File: config.mk
export PLATFORM = sky130hd
export DESIGN_NAME = ps2_teclado_intr_flat
export DESIGN_NICKNAME = d
export VERILOG_FILES = /design/src/rtl/ps2_teclado_intr_pkg.sv /design/src/rtl/ps2_teclado_intr_if.sv /design/src/rtl/ps2_teclado_intr_line_filter.sv /design/src/rtl/ps2_teclado_intr.sv /design/src/flat_wrapper.sv
export SDC_FILE = /design/constraint.sdc
export NUM_CORES = 1
export LEC_CHECK = 0
export ABC_CLOCK_PERIOD_IN_PS = 2300
export CAP_MARGIN = 25
export CORE_ASPECT_RATIO = 2
export CORE_MARGIN = 1
export CORE_UTILIZATION = 40
export CTS_BUF_LIST = sky130_fd_sc_hd__clkbuf_2 sky130_fd_sc_hd__clkbuf_4 sky130_fd_sc_hd__clkbuf_8
export CTS_CLUSTER_DIAMETER = 80
export DETAILED_ROUTE_END_ITERATION = 10
export SLEW_MARGIN = 20
export SYNTH_ARGS = -nofsm -noshare
export SYNTH_HDL_FRONTEND = slang
export SYNTH_SLANG_ARGS = --single-unit
File: constraint.sdc
create_clock -name clk -period 2.3 [get_ports clk]
set_clock_uncertainty 0.05 [all_clocks]
set_input_delay 0.345 -clock clk [delete_from_list [all_inputs] [get_ports clk]]
set_output_delay 0.345 -clock clk [all_outputs]
set_load 0.01 [all_outputs]
File: src/rtl/ps2_teclado_intr_pkg.sv
// ps2_teclado_pkg: shared scan-code constants, frame length and frame FSM encoding
package ps2_teclado_pkg;
  localparam logic [7:0] BREAK_CODE = 8'hF0;
  localparam logic [7:0] EXT_CODE = 8'hE0;
  localparam logic [7:0] KEY_W = 8'h1D;
  localparam logic [7:0] KEY_S = 8'h1B;
  localparam int FRAME_LEN = 11;
  typedef enum logic [1:0] {IDLE, SHIFT, CHECK} state_t;
endpackage

File: src/rtl/ps2_teclado_intr_if.sv
// ps2_teclado_intr_if: processor port/interrupt bus between the CPU and the keyboard block
interface ps2_teclado_intr_if;
  logic [7:0] port_id;
  logic read_strobe;
  logic interrupt_ack;
  logic [7:0] in_port;
  logic interrupt;
  modport master(output port_id, read_strobe, interrupt_ack, input in_port, interrupt);
  modport slave(input port_id, read_strobe, interrupt_ack, output in_port, interrupt);
endinterface

File: src/rtl/ps2_teclado_intr_line_filter.sv
// ps2_line_filter: synchronizes the PS/2 lines, debounces the clock and emits a tick on its falling edge
module ps2_line_filter #(
  parameter int FILTER_LEN = 8
) (
  input  logic clk,
  input  logic reset,
  input  logic ps2_clk,
  input  logic ps2_data,
  output logic fall_tick,
  output logic data
);
  localparam int CW = $clog2(FILTER_LEN + 1);
  logic [1:0] clk_s, dat_s;
  logic filt, flip;
  logic [CW-1:0] cnt;
  assign flip = (clk_s[1] != filt) && cnt == CW'(FILTER_LEN - 1);
  // Filtered clock flips on the FILTER_LEN-th consecutive differing sample; data is delayed to align with the tick
  always_ff @(posedge clk) begin
    if (reset) begin
      clk_s <= 2'b11;
      dat_s <= 2'b11;
      filt <= 1'b1;
      cnt <= '0;
      fall_tick <= 1'b0;
      data <= 1'b1;
    end else begin
      clk_s <= {clk_s[0], ps2_clk};
      dat_s <= {dat_s[0], ps2_data};
      cnt <= (clk_s[1] == filt || flip) ? '0 : cnt + 1'b1;
      filt <= flip ? clk_s[1] : filt;
      fall_tick <= flip && filt;
      data <= dat_s[1];
    end
  end
endmodule

File: src/rtl/ps2_teclado_intr.sv
// ps2_teclado_intr: PS/2 keyboard receiver presenting make codes on a CPU port with interrupt/ack
module ps2_teclado_intr
  import ps2_teclado_pkg::*;
#(
  parameter logic [7:0] PORT_ID = 8'h03,
  parameter int FILTER_LEN = 8,
  parameter int TIMEOUT = 50000
) (
  input  logic clk,
  input  logic reset,
  input  logic ps2_clk,
  input  logic ps2_data,
  ps2_teclado_intr_if.slave bus,
  output logic overrun,
  output logic frame_error
);
  localparam int WW = $clog2(TIMEOUT + 1);
  state_t state, state_n;
  logic [9:0] sr;
  logic [3:0] bit_cnt;
  logic [WW-1:0] wd;
  logic [7:0] code_reg;
  logic interrupt, break_flag, fall_tick, data;
  logic timeout, valid, accept, unused_ok;
  ps2_line_filter #(.FILTER_LEN(FILTER_LEN)) u_filt (
    .clk(clk),
    .reset(reset),
    .ps2_clk(ps2_clk),
    .ps2_data(ps2_data),
    .fall_tick(fall_tick),
    .data(data)
  );
  assign unused_ok = bus.read_strobe;
  assign bus.interrupt = interrupt;
  assign bus.in_port = bus.port_id == PORT_ID ? code_reg : 8'h00;
  // Frame sequencing and classification of the received byte
  always_comb begin
    timeout = state == SHIFT && !fall_tick && wd == WW'(TIMEOUT);
    valid = sr[9] && ^sr[8:0];
    accept = state == CHECK && valid && sr[7:0] != BREAK_CODE && sr[7:0] != EXT_CODE && !break_flag;
    state_n = state == IDLE ? (fall_tick && !data ? SHIFT : IDLE) :
              state == SHIFT ? (timeout ? IDLE : (fall_tick && bit_cnt == 4'(FRAME_LEN - 2) ? CHECK : SHIFT)) :
              IDLE;
  end
  // State register
  always_ff @(posedge clk) begin
    if (reset) state <= IDLE;
    else state <= state_n;
  end
  // Shift/watchdog datapath plus code rules; a make code in the ack cycle keeps interrupt high
  always_ff @(posedge clk) begin
    if (reset) begin
      sr <= '0;
      bit_cnt <= '0;
      wd <= '0;
      code_reg <= '0;
      interrupt <= 1'b0;
      overrun <= 1'b0;
      frame_error <= 1'b0;
      break_flag <= 1'b0;
    end else begin
      if (state == IDLE) begin
        bit_cnt <= '0;
        wd <= '0;
      end else if (state == SHIFT && fall_tick) begin
        sr <= {data, sr[9:1]};
        bit_cnt <= bit_cnt + 1'b1;
        wd <= '0;
      end else if (state == SHIFT) wd <= wd + 1'b1;
      frame_error <= timeout || (state == CHECK && !valid);
      if (state == CHECK && valid)
        break_flag <= sr[7:0] == BREAK_CODE ? 1'b1 : (sr[7:0] == EXT_CODE ? break_flag : 1'b0);
      if (accept) code_reg <= sr[7:0];
      interrupt <= accept || (interrupt && !bus.interrupt_ack);
      overrun <= overrun || (accept && interrupt && !bus.interrupt_ack);
    end
  end
endmodule

File: src/flat_wrapper.sv
// flat-port wrapper written by rule: the top's interface ports become plain ports
module ps2_teclado_intr_flat import ps2_teclado_pkg::*;
#(
  parameter logic [7:0] PORT_ID = 8'h03,
  parameter int FILTER_LEN = 8,
  parameter int TIMEOUT = 50000
)
  (clk, reset, ps2_clk, ps2_data, overrun, frame_error, bus_port_id, bus_read_strobe, bus_interrupt_ack, bus_in_port, bus_interrupt);
  ps2_teclado_intr_if bus_i ();
  input  logic clk;
  input  logic reset;
  input  logic ps2_clk;
  input  logic ps2_data;
  output logic overrun;
  output logic frame_error;
  input wire logic [$bits(bus_i.port_id)-1:0] bus_port_id;
  input wire logic [$bits(bus_i.read_strobe)-1:0] bus_read_strobe;
  input wire logic [$bits(bus_i.interrupt_ack)-1:0] bus_interrupt_ack;
  output wire logic [$bits(bus_i.in_port)-1:0] bus_in_port;
  output wire logic [$bits(bus_i.interrupt)-1:0] bus_interrupt;
  assign bus_i.port_id = bus_port_id;
  assign bus_i.read_strobe = bus_read_strobe;
  assign bus_i.interrupt_ack = bus_interrupt_ack;
  assign bus_in_port = bus_i.in_port;
  assign bus_interrupt = bus_i.interrupt;
  ps2_teclado_intr #(.PORT_ID(PORT_ID), .FILTER_LEN(FILTER_LEN), .TIMEOUT(TIMEOUT)) u_core (.clk(clk), .reset(reset), .ps2_clk(ps2_clk), .ps2_data(ps2_data), .bus(bus_i), .overrun(overrun), .frame_error(frame_error));
endmodule
==> results.txt, run 1 <==
Vias/cell -> 5.26
fill count -> 586
post-route antenna net violation count -> 0
DRC viols -> 3
placed cell areas -> 2830 um2
GR met1 Demand/Resource -> 15.6%
kind of critical path -> input pin to output port
clock-pin slew on the worst setup and hold paths -> 0.09 ns
placed cell count -> 366
CTS Buf Count -> 5
crit path launch type -> input pin
worst slack, placed -> -0.418 ns
Netlist cell types -> 44
synth warn -> 0
largest family of logic cells by synthesized area -> simple AND/OR/NAND/NOR gates
Post-synth top cells -> dfxtp_1 (55), nand2_1 (37), nor2_1 (24), a21oi_1 (19), inv_1 (15)
max FFs per register -> 16
nets -> 338
Power, Total -> 0.00154 W
H-tree depth -> 2
share of layout cells above drive strength 1 -> 13.7%
final hold vios -> 0
Pins Over Slew Limit -> 0
CORE AREA -> 6010 um2
CTS root buf -> clkbuf_8
max_cap viols -> 0
Setup crit end kind -> output port
HP Class -> flip-flop to flip-flop
Max clock buf depth -> 2
met3 usage -> 3.40%
Simple-Gate Fraction of Synth Area -> 27.9%
Max Clock Freq -> 0.453 GHz
GRT busiest layer -> met2
Slew @ Worst Pin -> 0.494 ns
Die ar. -> 6580 um2
pwr dens -> 525 nW/um2
xor/xnor cell area share of the yosys netlist -> 6.16%
Post-synth EDFFs -> 0
I/O pin total -> 25
post-route worst setup slack -> 0.0912 ns
post-synth top area cell -> dfxtp_1
prevailing post-synth register cell -> dfxtp_1
Final Cycle Share -> 96.0%
first-pass GRT wire length -> 8450 um
worst-path fanout max -> 3
#FFs+latches synth -> 55
fin cells -> 377
hold_buf cts -> 0
DP HPWL -> 3700 um
multi-input logic area -> 1300 um2
register area -> 1100 um2
RSZ-0062 raised after global routing -> false
maximum number of pins on one net before global-route repair -> 21
die height -> 114 um
Worst VDD drop -> 490 uV
Gate Count Post-Synth -> 284
average routed wire per standard cell -> 13.2 um
arrival time worst endpoint -> 1.81 ns
Initial DRC Count -> 65
Post-Route WL -> 4970 um
Remaining Overflow, GRT -> 0
RD Place Congestion -> 0.762
ys async rst share -> 0%
final setup fails -> 0
relative slew slack -> 67.0%
later-pin clock latency in the skew report -> 0.32 ns
TritonCTS clock tree -> done
failing checks -> DRC
syn nets -> 308
vias in the first global route -> 1907
ranking of synthesized cells by area -> dfxtp_1 (44%), nand2_1 (5.6%), ha_1 (5.0%)
Compound-Gate Fraction of Synth Area -> 8.37%
Tot GR Track Use -> 16.7%
# diodes -> 0
Seq/Total Area, Yosys -> 44.1%
# rows -> 40
mux share of post-synthesis cell area -> 4.06%
Synth top area share -> 44.1%
GR Util met2 -> 32.9%
minimum clock period -> 2.21 ns
die width -> 57.9 um
Initial Utilization -> 41.6%
Critical Path RT -> 1.90 ns
Layout area overhead -> 17.5%
DR pass1 iterations -> 10
Synth Area per Inst -> 8.79 um2
area share of fa/ha/maj cells after synthesis -> 5.01%
leak pwr -> 1.13 nW
Mapped Area -> 2500 um2
# port buffers -> 23
status -> finished with violations
Vias -> 1983
Fin Setup TNS -> 0 ns
cell with the most instances after synthesis -> dfxtp_1
initial antenna violation count -> 0
final instance area -> 2940 um2
CTS sink count -> 55
[cells in the final DEF, fill, tap and decap left out, types with 4 or more instances in the layout]
cell and instances:
or2_2 7, xor2_1 5, buf_2 6, dlygate4sd2_1 4
a21oi_1 19, dfxtp_1 55, clkdlybuf4s50_1 11, nand4_1 6
and2_1 8, or3_1 8, nand2_1 37, nand3_1 13
xnor2_1 10, nor2b_1 4, inv_1 15, nor2_1 24
buf_4 10, o21ai_0 6, ha_1 10, clkbuf_8 6
nor3_1 6, mux2i_1 9
[cell families (layout without fill, tap and decap cells)]
logic type | count (synthesis) | after routing
AND/OR/NAND/NOR | 130 | 130
flip-flops | 55 | 55
AO/OA/AOI/OAI | 35 | 35
buffers and inverters | 28 | 58
XOR/XNOR | 16 | 16
adder cells (fa/ha/maj) | 10 | 10
multiplexers | 10 | 10
[per-stage QoR]
step | hold slack, ns | util [%]
6_report | 0.365 | 48.9
5_1_grt | 0.384 | 48.9
4_1_cts | 0.370 | 48.6
3_5_place_dp | 0.348 | 47.0
3_3_place_gp | 0.343 | 47.0
2_1_floorplan | 0.339 | -
[metal layers]
| metal | vias to the layer above | part of all wire, % |
|---|---|---|
| met2 | 36 | 57 |
| met5 | - | 0 |
| li1 | 1020 | - |
| met3 | 6 | 3.4 |
| met1 | 921 | 38 |
| met4 | 0 | 2.0 |
[report_power, final]
| group | switching [W] | total (W) | internal [W] | leakage [nW] |
|---|---|---|---|---|
| combinational | 0.0000186 | 0.0000416 | 0.0000229 | 0.638 |
| clock | 0.000305 | 0.000542 | 0.000237 | 0.0470 |
| sequential | 0.00000174 | 0.000957 | 0.000956 | 0.444 |
[worst paths after layout]
kind,startpoint,end,slack (ns),cells past startpoint
worst max-delay path,bus_port_id[6],bus_in_port[4],0.09,7
worst min-delay path,u_core.u_filt.dat_s[1],u_core.u_filt.data,0.36,1
worst max register to register,u_core.sr[4],u_core.overrun,0.19,7
worst min register to register,u_core.u_filt.dat_s[1],u_core.u_filt.data,0.36,1
[area by class of cell]
cell class	instances	share of cell area (%)
clock buffers	6	2.81
clock inverters	1	0.171
inverters	15	1.92
multi-input cells	201	44.4
flip-flops and latches	55	37.5
well taps	63	2.69
repair buffers	36	10.5
[critical path: stages]
cell             delay, ns
dlygate4sd2_1         0.23
or4_4                 0.53
nor4_4                0.13
buf_4                 0.16
buf_6                 0.09
and2_1                0.11
clkdlybuf4s15_2       0.21
[timing repair]
action                                  CTS  global route
gates resized for setup                  34             3
buffers inserted                          4             0
pin swaps                                 4             0
endpoints found under the setup margin    8             6
No activity file was read; power rests on OpenSTA's default activity.
==> run 2, diff against run 1 <==
--- a/config.mk
+++ b/config.mk
@@ -11,7 +11,7 @@
 export CORE_MARGIN = 1
 export CORE_UTILIZATION = 40
 export CTS_BUF_LIST = sky130_fd_sc_hd__clkbuf_2 sky130_fd_sc_hd__clkbuf_4 sky130_fd_sc_hd__clkbuf_8
-export CTS_CLUSTER_DIAMETER = 80
+export CTS_CLUSTER_DIAMETER = 60
 export DETAILED_ROUTE_END_ITERATION = 10
 export SLEW_MARGIN = 20
 export SYNTH_ARGS = -nofsm -noshare
==> results of run 2 <==
The final DEF is identical to that of run 1; final timing and power are the same.
